===== src/rtl/beep_pattern_gen.sv =====
// beep_pattern_gen: command-driven buzzer sequencer playing N tone bursts separated by silent gaps.
// Define BEEP_ABORT_EN to add an abort input that ends a running sequence early.
module beep_pattern_gen #(
  parameter logic [23:0] ON_CNT    = 24'd5000000,
  parameter logic [23:0] OFF_CNT   = 24'd2500000,
  parameter logic [15:0] TONE_HALF = 16'd12500
) (
  input  logic       sys_clk,
  input  logic       sys_rst_n,
`ifdef BEEP_ABORT_EN
  input  logic       abort,
`endif
  input  logic       cmd_valid,
  output logic       cmd_ready,
  input  logic [3:0] cmd_count,
  input  logic [1:0] cmd_tone,
  output logic       beep,
  output logic       busy,
  output logic       done
);

  // state  | meaning
  // S_IDLE | waiting for a command, cmd_ready high
  // S_TONE | burst playing, beep toggles every half-period
  // S_GAP  | silent gap between bursts, beep held low
  typedef enum logic [1:0] {
    S_IDLE = 2'd0,
    S_TONE = 2'd1,
    S_GAP  = 2'd2
  } state_t;

  state_t      r_state;
  state_t      w_state_nxt;
  logic [23:0] r_timer;
  logic [18:0] r_tone_cnt;
  logic [18:0] r_half;
  logic [18:0] w_cmd_half;
  logic [3:0]  r_bursts;
  logic        r_beep;
  logic        r_done;
  logic        w_accept;
  logic        w_abort;
  logic        w_timer_tc;
  logic        w_tone_tc;
  logic        w_last_burst;

`ifdef BEEP_ABORT_EN
  assign w_abort = abort && (r_state != S_IDLE);
`else
  assign w_abort = 1'b0;
`endif

  assign w_accept     = cmd_valid && (r_state == S_IDLE);
  assign w_cmd_half   = {3'b000, TONE_HALF} << cmd_tone;
  assign w_timer_tc   = (r_timer == 24'd0);
  assign w_tone_tc    = (r_tone_cnt == 19'd0);
  assign w_last_burst = (r_bursts == 4'd1);

  always_ff @(posedge sys_clk or negedge sys_rst_n) begin
    if (!sys_rst_n) begin
      r_state <= S_IDLE;
    end else begin
      r_state <= w_state_nxt;
    end
  end

  always_comb begin
    w_state_nxt = r_state;
    case (r_state)
      S_IDLE: begin
        if (w_accept && (cmd_count != 4'd0)) w_state_nxt = S_TONE;
      end
      S_TONE: begin
        if (w_abort)         w_state_nxt = S_IDLE;
        else if (w_timer_tc) w_state_nxt = w_last_burst ? S_IDLE : S_GAP;
      end
      S_GAP: begin
        if (w_abort)         w_state_nxt = S_IDLE;
        else if (w_timer_tc) w_state_nxt = S_TONE;
      end
      default: w_state_nxt = S_IDLE;
    endcase
  end

  // Burst/gap timer and tone divider are independent down-counters; a burst may end mid-phase.
  always_ff @(posedge sys_clk or negedge sys_rst_n) begin
    if (!sys_rst_n) begin
      r_timer    <= 24'd0;
      r_tone_cnt <= 19'd0;
      r_half     <= 19'd0;
      r_bursts   <= 4'd0;
      r_beep     <= 1'b0;
      r_done     <= 1'b0;
    end else begin
      r_done <= 1'b0;
      case (r_state)
        S_IDLE: begin
          if (w_accept) begin
            r_bursts <= cmd_count;
            r_half   <= w_cmd_half;
            if (cmd_count == 4'd0) begin
              r_done <= 1'b1;
            end else begin
              r_timer    <= ON_CNT - 24'd1;
              r_tone_cnt <= w_cmd_half - 19'd1;
              r_beep     <= 1'b1;
            end
          end
        end
        S_TONE: begin
          if (w_abort) begin
            r_beep <= 1'b0;
            r_done <= 1'b1;
          end else if (w_timer_tc) begin
            r_beep   <= 1'b0;
            r_bursts <= r_bursts - 4'd1;
            if (w_last_burst) r_done  <= 1'b1;
            else              r_timer <= OFF_CNT - 24'd1;
          end else begin
            r_timer <= r_timer - 24'd1;
            if (w_tone_tc) begin
              r_beep     <= ~r_beep;
              r_tone_cnt <= r_half - 19'd1;
            end else begin
              r_tone_cnt <= r_tone_cnt - 19'd1;
            end
          end
        end
        S_GAP: begin
          if (w_abort) begin
            r_done <= 1'b1;
          end else if (w_timer_tc) begin
            r_timer    <= ON_CNT - 24'd1;
            r_tone_cnt <= r_half - 19'd1;
            r_beep     <= 1'b1;
          end else begin
            r_timer <= r_timer - 24'd1;
          end
        end
        default: begin
          r_beep <= 1'b0;
        end
      endcase
    end
  end

  always_comb begin
    cmd_ready = (r_state == S_IDLE);
    busy      = (r_state != S_IDLE);
    beep      = r_beep;
    done      = r_done;
  end

endmodule


===== config.mk =====
export PLATFORM = sky130hd
export DESIGN_NAME = beep_pattern_gen
export DESIGN_NICKNAME = d
export VERILOG_FILES = /design/src/rtl/beep_pattern_gen.sv
export SDC_FILE = /design/constraint.sdc
export NUM_CORES = 1
export LEC_CHECK = 0
export BUFFER_PORTS_ARGS = -buffer_cell sky130_fd_sc_hd__buf_2
export CORE_MARGIN = 4
export CORE_UTILIZATION = 55
export DETAILED_ROUTE_END_ITERATION = 8
export GPL_TIMING_DRIVEN = 0
export PLACE_DENSITY = 0.76
export SLEW_MARGIN = 25
export SYNTH_ARGS = -nofsm -noshare
export SYNTH_HDL_FRONTEND = slang
export SYNTH_SLANG_ARGS = --single-unit

===== constraint.sdc =====
create_clock -name sys_clk -period 3.4 [get_ports sys_clk]
set_input_delay 0.34 -clock sys_clk [delete_from_list [all_inputs] [get_ports sys_clk]]
set_output_delay 0.34 -clock sys_clk [all_outputs]
set_load 0.02 [all_outputs]

==> reports/results.tsv, run 1 <==
stage	metric	value	unit
final_layout	Nets	551	
synth	Synth Cell Area	4284	um^2
synth	top_reg_cell synth	dfrtp_1	
place	Place WS	91.95	ps
global_route	GRT overflow	0	
route	final WL	11610	um
timing	max_slew headroom	44.36	%
synth	Yosys cell types	69	
floorplan	Die W	96.26	um
final_layout	final std cells w/o fill	630	
final_layout	post-route cell area	4706	um^2
timing	Clock Skews	7.333	ps
place	Port-buffer cells	12	
pwr	Int Pwr	2.442	mW
place	Post-DP HPWL	8076	um
synth	sequential share of the synthesized area	35.05	%
timing	Tmin final	3219	ps
cts	clock sinks	60	
cts	htree depth	3	
cts	Post-CTS Hold Buffers	0	
timing	final setup margin	181.2	ps
cts	clock buffer depth	2	
floorplan	die height	96.26	um
final_layout	Area growth syn-to-layout	9.842	%
final_layout	commonest non-fill, non-tap cell in the layout	dfrtp_1	
route	DRT iter0 DRCs	447	
timing	fmax	310.7	MHz
floorplan	Core Region	7408	um^2
pwr	power density over the cells	994.2	nW/um^2
route	DRT Pass-1 Iters	5	
route	via density per instance	6.543	
final_layout	Final Util	63.52	%
critical_path	crit path kind	flop to flop	
cts	Skew-Pair Late Insertion Delay	350	ps
pwr	Logic pwr share	55.4	%
synth	syn_area_per_cell	8.517	um^2
pwr	Net Sw Frac	47.80	%
final_layout	commonest cells after routing, fill and taps aside	dfrtp_1 (60), nor2_1 (52), nand2_1 (50), o21ai_0 (36), a21oi_1 (30)	
timing	unrepaired setup endpoints after global routing	no	
synth	FFs w/ async S/R, synth	100.0	%
route	routed len/inst	18.43	um
synth	Post-Syn Nets	528	
pwr	VDD IR max	0.0005334	V
global_route	largest net degree at the start of global routing	61	
critical_path	CP Data Arrival Time	3430	ps
synth	Syn Inst Count	503	
floorplan	row cnt	31	
cts	Post-CTS Setup Inserts	0	
timing	final-report hold violation count	0	
timing	crit share post-route	94.67	%
floorplan	Initial Util	57.83	%
synth	Yosys reg bits	60	
place	Final Wtd Congestion	0.9375	
place	Placed Cells	614	
pwr	share of power burned in registers	28.4	%
route	# DRC	0	
timing	endpoints failing setup	0	
timing	Worst Tran Pin Value	829.7	ps
final_layout	layout cells sized above 1	12.62	%
final_layout	fill cell count	627	
pwr	Tot Pwr	4.678	mW
route	Vias	4122	
global_route	first-pass GRT wire length	19320	um
critical_path	WP data required	3610	ps
critical_path	Worst setup SP type	flop	
cts	Root Driver	clkbuf_8	
pwr	Leakage	1.930	nW
timing	Hold WS	71.14	ps
route	antenna viol nets, final	0	
worst_hold_path	Hold Crit Class	input port to async pin	
critical_path	crit-path max FO	10	
global_route	initial antenna violation count	0	
floorplan	die area	9265	um^2
cts	TritonCTS buffer count	9	
synth	Ys Warns	0	
place	Area after DPL	4471	um^2
critical_path	crit end category	flop	
pwr	clock share of power	16.2	%
timing	Max Transition Viols Final	0	
global_route	vias in the first global route	3795	
run	max cap viols	0	
cts	CTS tree	yes	
final_layout	antenna fix cells	0	
floorplan	IO Pins	13	
global_route	total track usage	27.24	%
synth	number of synthesized flops with an enable pin	0	
pwr	P_sw	2.236	mW
run_status	outcome	finished clean	
cts	clock-pin slew on the worst setup and hold paths	80	ps
timing	setup_tns	0	ps
cts	# resized after CTS	0	
-- cells in the mapped netlist, types with 4 or more instances --
cell type | number | area (um^2)
o22ai_1 | 4 | 25.02
or4_1 | 4 | 30.03
o21ai_1 | 8 | 40.04
dfrtp_1 | 60 | 1501
nand2_1 | 50 | 187.7
nor2_1 | 52 | 195.2
clkbuf_1 | 16 | 60.06
ha_1 | 16 | 200.2
and2_1 | 4 | 25.02
inv_1 | 19 | 71.32
mux2_2 | 5 | 56.30
nor3_1 | 23 | 115.1
xnor2_1 | 11 | 96.34
nor4_1 | 9 | 56.30
a21oi_1 | 30 | 150.1
o22a_1 | 12 | 105.1
nand3_1 | 16 | 80.08
mux2i_1 | 8 | 80.08
o221ai_1 | 5 | 43.79
xor2_1 | 9 | 78.83
a31oi_1 | 13 | 81.33
a22o_1 | 4 | 35.03
nand2b_1 | 5 | 31.28
buf_6 | 4 | 45.04
o21ai_0 | 36 | 180.2
or3_1 | 8 | 50.05
-- metal layers --
layer | track usage (%) | routed length (um) | vias to the layer above
met1 | 40.17 | 5248 | 1979
met4 | 9.360 | 288 | 0
li1 | - | - | 1896
met5 | 0 | 0 | -
met3 | 6.177 | 1018 | 40
met2 | 38.99 | 5054 | 207
-- sequential cells by signal, summed over array words and instances (netlist names) --
signal	flops
r_state	2
r_half	9
beep	1
r_tone_cnt	19
done	1
r_bursts	4
r_timer	24
-- path summary, 6_finish.rpt --
kind                            slack [ps]    startpoint  cells after the start            end
worst max-delay path                   180   r_timer[16]                      7  r_tone_cnt[7]
worst max register to register         180   r_timer[16]                      7  r_tone_cnt[7]
min in group sys_clk                   270  cmd_count[2]                      3           done
worst min-delay path                    70     sys_rst_n                      1  r_tone_cnt[2]
max in group asynchronous             2830     sys_rst_n                      1    r_timer[19]
worst min register to register         490   r_timer[15]                      1    r_timer[15]
-- worst max-delay path: stages, from the launching register on --
cell and delay (ps):
dfrtp_1 460, or4_4 610, or4_4 430, buf_6 150, nor3_4 200, mux2i_2 530
clkbuf_1 500, o21ai_0 190
-- logic make-up (layout without fill, tap and decap cells) --
group	count (synthesis)	in the layout	share of synthesized area, %
AO/OA/AOI/OAI	155	155	24.97
XOR/XNOR	20	20	4.089
adder cells (fa/ha/maj)	16	16	4.673
buffers and inverters	44	72	5.082
flip-flops	60	60	35.05
multiplexers	14	14	3.534
AND/OR/NAND/NOR	194	194	22.61
-- power groups by stage --
stage                     combinational (mW)  clock (mW)  sequential (mW)
after floorplan                         1.94           0             1.25
after CTS                               2.55       0.760             1.31
after detailed placement                2.53           0             1.32
final                                   2.59       0.756             1.33
after global routing                    2.89       0.784             1.37
after global placement                  2.47           0             1.31
-- cell type report --
| class | count | area [um^2] | share of cell area, % |
|---|---|---|---|
| Multi-Input combinational cell | 399 | 2574 | 54.69 |
| Clock buffer | 11 | 141.4 | 3.005 |
| Buffer | 25 | 146.4 | 3.111 |
| Inverter | 19 | 71.32 | 1.516 |
| Tap cell | 99 | 123.9 | 2.632 |
| Sequential cell | 60 | 1501 | 31.91 |
| Timing Repair Buffer | 12 | 62.56 | 1.329 |
| Clock inverter | 5 | 85.08 | 1.808 |
Power figures use the tool's default switching activity.
==> run 2: changes to the inputs <==
--- a/config.mk
+++ b/config.mk
@@ -7,10 +7,10 @@
 export LEC_CHECK = 0
 export BUFFER_PORTS_ARGS = -buffer_cell sky130_fd_sc_hd__buf_2
 export CORE_MARGIN = 4
-export CORE_UTILIZATION = 55
+export CORE_UTILIZATION = 40
 export DETAILED_ROUTE_END_ITERATION = 8
 export GPL_TIMING_DRIVEN = 0
-export PLACE_DENSITY = 0.76
+export PLACE_DENSITY = 0.59
 export SLEW_MARGIN = 25
 export SYNTH_ARGS = -nofsm -noshare
 export SYNTH_HDL_FRONTEND = slang
==> run 2 against run 1 <==
Compared with the run above:
- cell count is 6.2% higher
- via count is 3.3% lower
- clock skew is 4.1 ps higher
- setup slack worse by 4.2 ps
- maximum frequency is 0.13% lower
- highest routed layer unchanged
- wire length is 3.4% higher
- global-route usage is 7.5 points lower
- power is 1.3% lower
- worst hold slack better by 200 ps
- register-to-register slack hardly changed
- clock power is 11% lower
==> reports/results.tsv, run 2 (synthesized netlist as in run 1, its figures left out) <==
stage	metric	value	unit
run_status	outcome	finished clean	
pwr	power density over the cells	970.3	nW/um^2
critical_path	crit end category	flop	
final_layout	Area growth syn-to-layout	11.07	%
cts	clock sinks	60	
floorplan	die height	111.5	um
final_layout	final std cells w/o fill	669	
timing	Clock Skews	11.48	ps
global_route	first-pass GRT wire length	19800	um
critical_path	crit path kind	flop to flop	
timing	max_slew headroom	38.77	%
timing	fmax	310.3	MHz
floorplan	row cnt	37	
cts	Post-CTS Setup Inserts	0	
place	Post-DP HPWL	8776	um
critical_path	delay of the slowest critical-path stage	600	ps
place	Final Wtd Congestion	0.9285	
place	Placed Cells	652	
route	# DRC	0	
timing	Tmin final	3223	ps
timing	unrepaired setup endpoints after global routing	no	
critical_path	CP Data Arrival Time	3500	ps
timing	crit share post-route	94.79	%
route	Vias	3985	
timing	final-report hold violation count	0	
route	antenna viol nets, final	0	
critical_path	Buf/Inv on CP	2	
pwr	VDD IR max	0.0004264	V
final_layout	commonest cells after routing, fill and taps aside	dfrtp_1 (60), nor2_1 (52), nand2_1 (50), o21ai_0 (36), a21oi_1 (30)	
route	via density per instance	5.957	
cts	clock buffer depth	2	
pwr	Tot Pwr	4.617	mW
critical_path	CP max-delay cell	or4_4	
route	final WL	12010	um
critical_path	kind of cell adding the most delay to the critical path	simple AND/OR/NAND/NOR gates	
global_route	largest net degree at the start of global routing	39	
timing	Worst Tran Pin Value	913.0	ps
place	Port-buffer cells	12	
critical_path	Worst setup SP type	flop	
pwr	Leakage	1.936	nW
route	DRT iter0 DRCs	415	
cts	Root Driver	clkbuf_8	
global_route	initial antenna violation count	0	
final_layout	antenna fix cells	0	
final_layout	max FFs per register	24	
route	DRT Pass-1 Iters	5	
final_layout	commonest non-fill, non-tap cell in the layout	dfrtp_1	
global_route	vias in the first global route	3908	
floorplan	IO Pins	13	
critical_path	WP data required	3680	ps
worst_hold_path	Hold Crit Class	input port to flop	
floorplan	Die W	111.5	um
worst_hold_path	WHS Path Cells	2	
cts	TritonCTS buffer count	9	
route	routed len/inst	17.95	um
critical_path	crit-path max FO	10	
timing	endpoints failing setup	0	
timing	setup_tns	0	ps
timing	Max Transition Viols Final	0	
cts	CTS tree	yes	
cts	htree depth	3	
final_layout	largest register by flop count	r_timer	
floorplan	Initial Util	41.31	%
critical_path	stages on the worst setup path	8	
critical_path	Cell Chain, Critical Path	or4_4, or4_4, buf_6, nor3_4, mux2i_2, clkbuf_1, nor2_1, a21oi_1	
run	max cap viols	0	
final_layout	Largest regs	r_timer: 24 flops, r_tone_cnt: 19 flops, r_half: 9 flops	
floorplan	Core Region	10370	um^2
global_route	GRT overflow	0	
cts	clock-pin slew on the worst setup and hold paths	70	ps
global_route	total track usage	19.74	%
critical_path	most frequent CP cell	or4_4	
final_layout	Nets	553	
critical_path	Reg2Reg Depth	8	
final_layout	layout cells sized above 1	12.76	%
cts	Skew-Pair Late Insertion Delay	350	ps
floorplan	die area	12430	um^2
-- run 2: cell types whose count changed in the layout (fill, tap and decap cells not counted), sizes merged --
cell	delta
dlygate4sd3	+1
clkbuf	+1
bufinv	-1
buf	+1
-- run 2: layout make-up --
cell class / instances / area (um^2)
Buffer: 25 / 146.4
Inverter: 19 / 71.32
Timing Repair Buffer: 14 / 92.59
Fill cell: 1066 / 5612
Multi-Input combinational cell: 399 / 2574
Clock inverter: 4 / 47.55
Sequential cell: 60 / 1501
Clock buffer: 12 / 155.1
Tap cell: 136 / 170.2
-- run 2: through the flow --
stage	hold WS (ps)	util, %	setup slack, ps	cell area [um^2]
finish	266.2	45.89	177.0	4758
global route	265.9	45.89	32.20	4758
CTS	253.6	45.84	50.18	4753
detailed placement	262.0	43.75	-84.73	4537
global placement	465.6	43.53	-78.19	4514
floorplan	44.41	-	654.7	4284
-- run 2: power by group --
part / leakage (nW) / internal (mW) / total (mW) / switching, mW
clock: 0.102 / 0.376 / 0.676 / 0.300
combinational: 1.10 / 1.02 / 2.62 / 1.60
sequential: 0.734 / 0.992 / 1.33 / 0.334
-- run 2: worst paths after layout --
check                            start             end  slack [ps]
max                        r_timer[16]   r_tone_cnt[3]         180
min                        cmd_tone[1]      r_half[13]         270
max reg2reg                r_timer[16]   r_tone_cnt[3]         180
min reg2reg                r_timer[15]     r_timer[15]         480
max in group asynchronous    sys_rst_n     r_timer[20]        2450
min in group asynchronous    sys_rst_n  r_tone_cnt[14]         440
-- run 2: routing by layer --
| layer | vias to the layer above | track usage [%] | wire length [um] |
|---|---|---|---|
| li1 | 1906 | - | - |
| met1 | 1931 | 27.66 | 5761 |
| met2 | 126 | 30.88 | 5325 |
| met3 | 22 | 3.804 | 716 |
| met4 | 0 | 6.245 | 204 |
| met5 | - | 0 | 0 |
-- run 2: timing repair --
item,CTS,global route
endpoints found under the setup margin,14,14
resized for setup,1,1
hold buffers,1,0
endpoints found under the hold margin,22,0
-- run 2: worst reg2reg max path: cells and delay by family (launching register included) --
kind            cells  cell delay (ps)
compound gates      1              170
mux                 1              530
buf+inv             2              660
flops               1              460
simple gates        4             1330
==> run 3: changes to the inputs <==
--- a/config.mk
+++ b/config.mk
@@ -5,6 +5,7 @@
 export SDC_FILE = /design/constraint.sdc
 export NUM_CORES = 1
 export LEC_CHECK = 0
+export ABC_AREA = 1
 export BUFFER_PORTS_ARGS = -buffer_cell sky130_fd_sc_hd__buf_2
 export CORE_MARGIN = 4
 export CORE_UTILIZATION = 40
==> run 3 against run 2 <==
Compared with the run above:
- sequential share of layout area fell by 2.3 points
- critical path type unchanged
- highest routed layer unchanged
- sequential power fell by 24%
- setup slack improved by 880 ps
- non-clock buffer count fell by 11
==> reports/results.tsv, run 3 <==
stage	metric	value	unit
global_route	total track usage	20.63	%
synth	post-synth top area share	32.62	%
critical_path	crit-path max FO	10	
route	DRT Pass-1 Iters	6	
critical_path	Buf/Inv on CP	4	
timing	fmax	427.0	MHz
synth	sequential share of the synthesized area	32.62	%
final_layout	largest register by flop count	r_timer	
route	Vias	4620	
place	Final Wtd Congestion	0.9251	
final_layout	Area growth syn-to-layout	11.55	%
final_layout	layout cells sized above 1	8.345	%
final_layout	Largest regs	r_timer: 24 flops, r_tone_cnt: 19 flops, r_half: 9 flops	
critical_path	kind of cell adding the most delay to the critical path	buffers and inverters	
place	Place WS	1125	ps
run	max cap viols	0	
floorplan	IO Pins	13	
global_route	first-pass GRT wire length	21710	um
synth	Ys Warns	0	
floorplan	die area	13290	um^2
synth	Syn Inst Count	701	
final_layout	post-route cell area	5135	um^2
cts	# resized after CTS	0	
cts	TritonCTS buffer count	9	
synth	Yosys reg bits	60	
route	routed len/inst	14.70	um
critical_path	CP max-delay cell	a21oi_2	
route	# DRC	0	
cts	Root Driver	clkbuf_16	
timing	crit share post-route	68.88	%
synth	area leader, netlist	dfrtp_1	
timing	Clock Skews	7.423	ps
place	Post-DP HPWL	9547	um
cts	clock buffer depth	2	
cts	Skew-Pair Late Insertion Delay	330	ps
timing	unrepaired setup endpoints after global routing	no	
timing	max_slew headroom	63.76	%
cts	clock-pin slew on the worst setup and hold paths	50	ps
cts	clock sinks	60	
cts	Post-CTS Setup Inserts	0	
pwr	power density over the cells	505.7	nW/um^2
timing	Tmin final	2342	ps
global_route	initial antenna violation count	0	
critical_path	CP Data Arrival Time	2600	ps
final_layout	commonest non-fill, non-tap cell in the layout	nand2_1	
critical_path	delay of the slowest critical-path stage	460	ps
critical_path	R2R setup slack	1060	ps
route	via density per instance	5.304	
timing	final-report hold violation count	0	
synth	Yosys cell types	30	
synth	syn_area_per_cell	6.567	um^2
synth	FFs w/ async S/R, synth	100.0	%
place	Port-buffer cells	12	
final_layout	Nets	751	
timing	final setup margin	1058	ps
pwr	VDD IR max	0.0002762	V
worst_hold_path	Hold Crit Class	input port to flop	
place	Area after DPL	4861	um^2
synth	Commonest cells post-synth	nand2_1 (221), nor2_1 (108), inv_1 (66)	
critical_path	most frequent CP cell	inv_1	
route	DRT iter0 DRCs	376	
cts	CTS tree	yes	
final_layout	commonest cells after routing, fill and taps aside	nand2_1 (221), nor2_1 (108), inv_1 (66), dfrtp_1 (60), nand3_1 (58)	
synth	top_reg_cell synth	dfrtp_1	
timing	Worst Tran Pin Value	543.7	ps
timing	Max Transition Viols Final	0	
final_layout	antenna fix cells	0	
floorplan	die height	115.3	um
critical_path	WP data required	3660	ps
critical_path	crit end category	flop	
pwr	Tot Pwr	2.597	mW
synth	number of synthesized flops with an enable pin	0	
global_route	largest net degree at the start of global routing	36	
floorplan	Core Region	11030	um^2
critical_path	crit path kind	flop to flop	
timing	setup_tns	0	ps
final_layout	max FFs per register	24	
pwr	Leakage	2.715	nW
route	antenna viol nets, final	0	
cts	Post-CTS Hold Buffers	1	
cts	htree depth	3	
run_status	outcome	finished clean	
floorplan	Die W	115.3	um
synth	top-count cell post-synth	nand2_1	
global_route	GRT overflow	0	
synth	Area contributors post-synth	dfrtp_1 (33%), nand2_1 (18%), nor2_1 (8.8%)	
floorplan	row cnt	38	
global_route	vias in the first global route	4439	
final_layout	Final Util	46.55	%
synth	Synth Cell Area	4603	um^2
critical_path	Worst setup SP type	flop	
floorplan	Initial Util	41.73	%
synth	Post-Syn Nets	726	
timing	endpoints failing setup	0	
route	final WL	12800	um
critical_path	Cell Chain, Critical Path	inv_1, ha_1, clkbuf_1, inv_1, nor2_4, a21oi_2, buf_4, nor2_1, a21oi_1	
run 3: cell types whose count changed after synthesis, moves of 13 or more:
cell / previous run / this run
nor3_1: 23 / 4
inv_1: 19 / 66
nand2_1: 50 / 221
a31oi_1: 13 / 0
nor2_1: 52 / 108
nand3_1: 16 / 58
run 3: cell families (layout without fill, tap and decap cells):
group,count (synthesis),after routing,share of synthesized area (%)
simple gates,437,437,41.78
compound gates,83,83,9.459
buf+inv,82,112,7.421
flops,60,60,32.62
xor+xnor,23,23,4.376
fa+ha+maj,16,16,4.349
run 3: power breakdown:
| group | switching (mW) | leakage (nW) | total [mW] | internal, mW |
|---|---|---|---|---|
| registers | 0.162 | 0.743 | 1.01 | 0.848 |
| logic | 0.455 | 1.84 | 0.747 | 0.292 |
| clock network | 0.329 | 0.131 | 0.840 | 0.512 |
| total | 0.946 | 2.72 | 2.60 | 1.65 |
run 3: layout make-up:
type / count / area, um^2
tap: 140 / 175.2
buffer: 14 / 86.33
sequential: 60 / 1501
clock buffer: 14 / 254.0
inverter: 68 / 255.2
timing repair buffer: 14 / 92.59
fill: 1137 / 5896
multi-input combinational: 559 / 2760
clock inverter: 2 / 10.01
run 3: worst reg2reg max path, stage by stage (launching register included):
cell	delay, ps
dfrtp_1	390
inv_1	90
ha_1	190
clkbuf_1	240
inv_1	330
nor2_4	90
a21oi_2	460
buf_4	300
nor2_1	60
a21oi_1	120
run 3: layer usage:
metal	global-route usage (%)	part of all wire, %
met1	30.10	50
met2	31.06	43
met3	3.842	5.8
met4	6.103	1.4
met5	0	0
run 3: metrics by stage:
| step | hold WS [ps] | std cells |
|---|---|---|
| final | 273.9 | 871 |
| after CTS | 268.2 | 871 |
| after detailed placement | 288.9 | 854 |
| after floorplan | 44.41 | 701 |
| after global routing | 323.8 | 871 |
| after global placement | 473.3 | 853 |
run 3: final timing paths:
kind | startpoint | endpoint | cells after the start
max | r_state[1] | r_timer[14] | 9
min | cmd_count[1] | r_bursts[1] | 3
max reg2reg | r_state[1] | r_timer[14] | 9
min reg2reg | r_tone_cnt[1] | r_tone_cnt[1] | 2
max in group asynchronous | sys_rst_n | r_tone_cnt[9] | 3
min in group asynchronous | sys_rst_n | r_timer[9] | 2
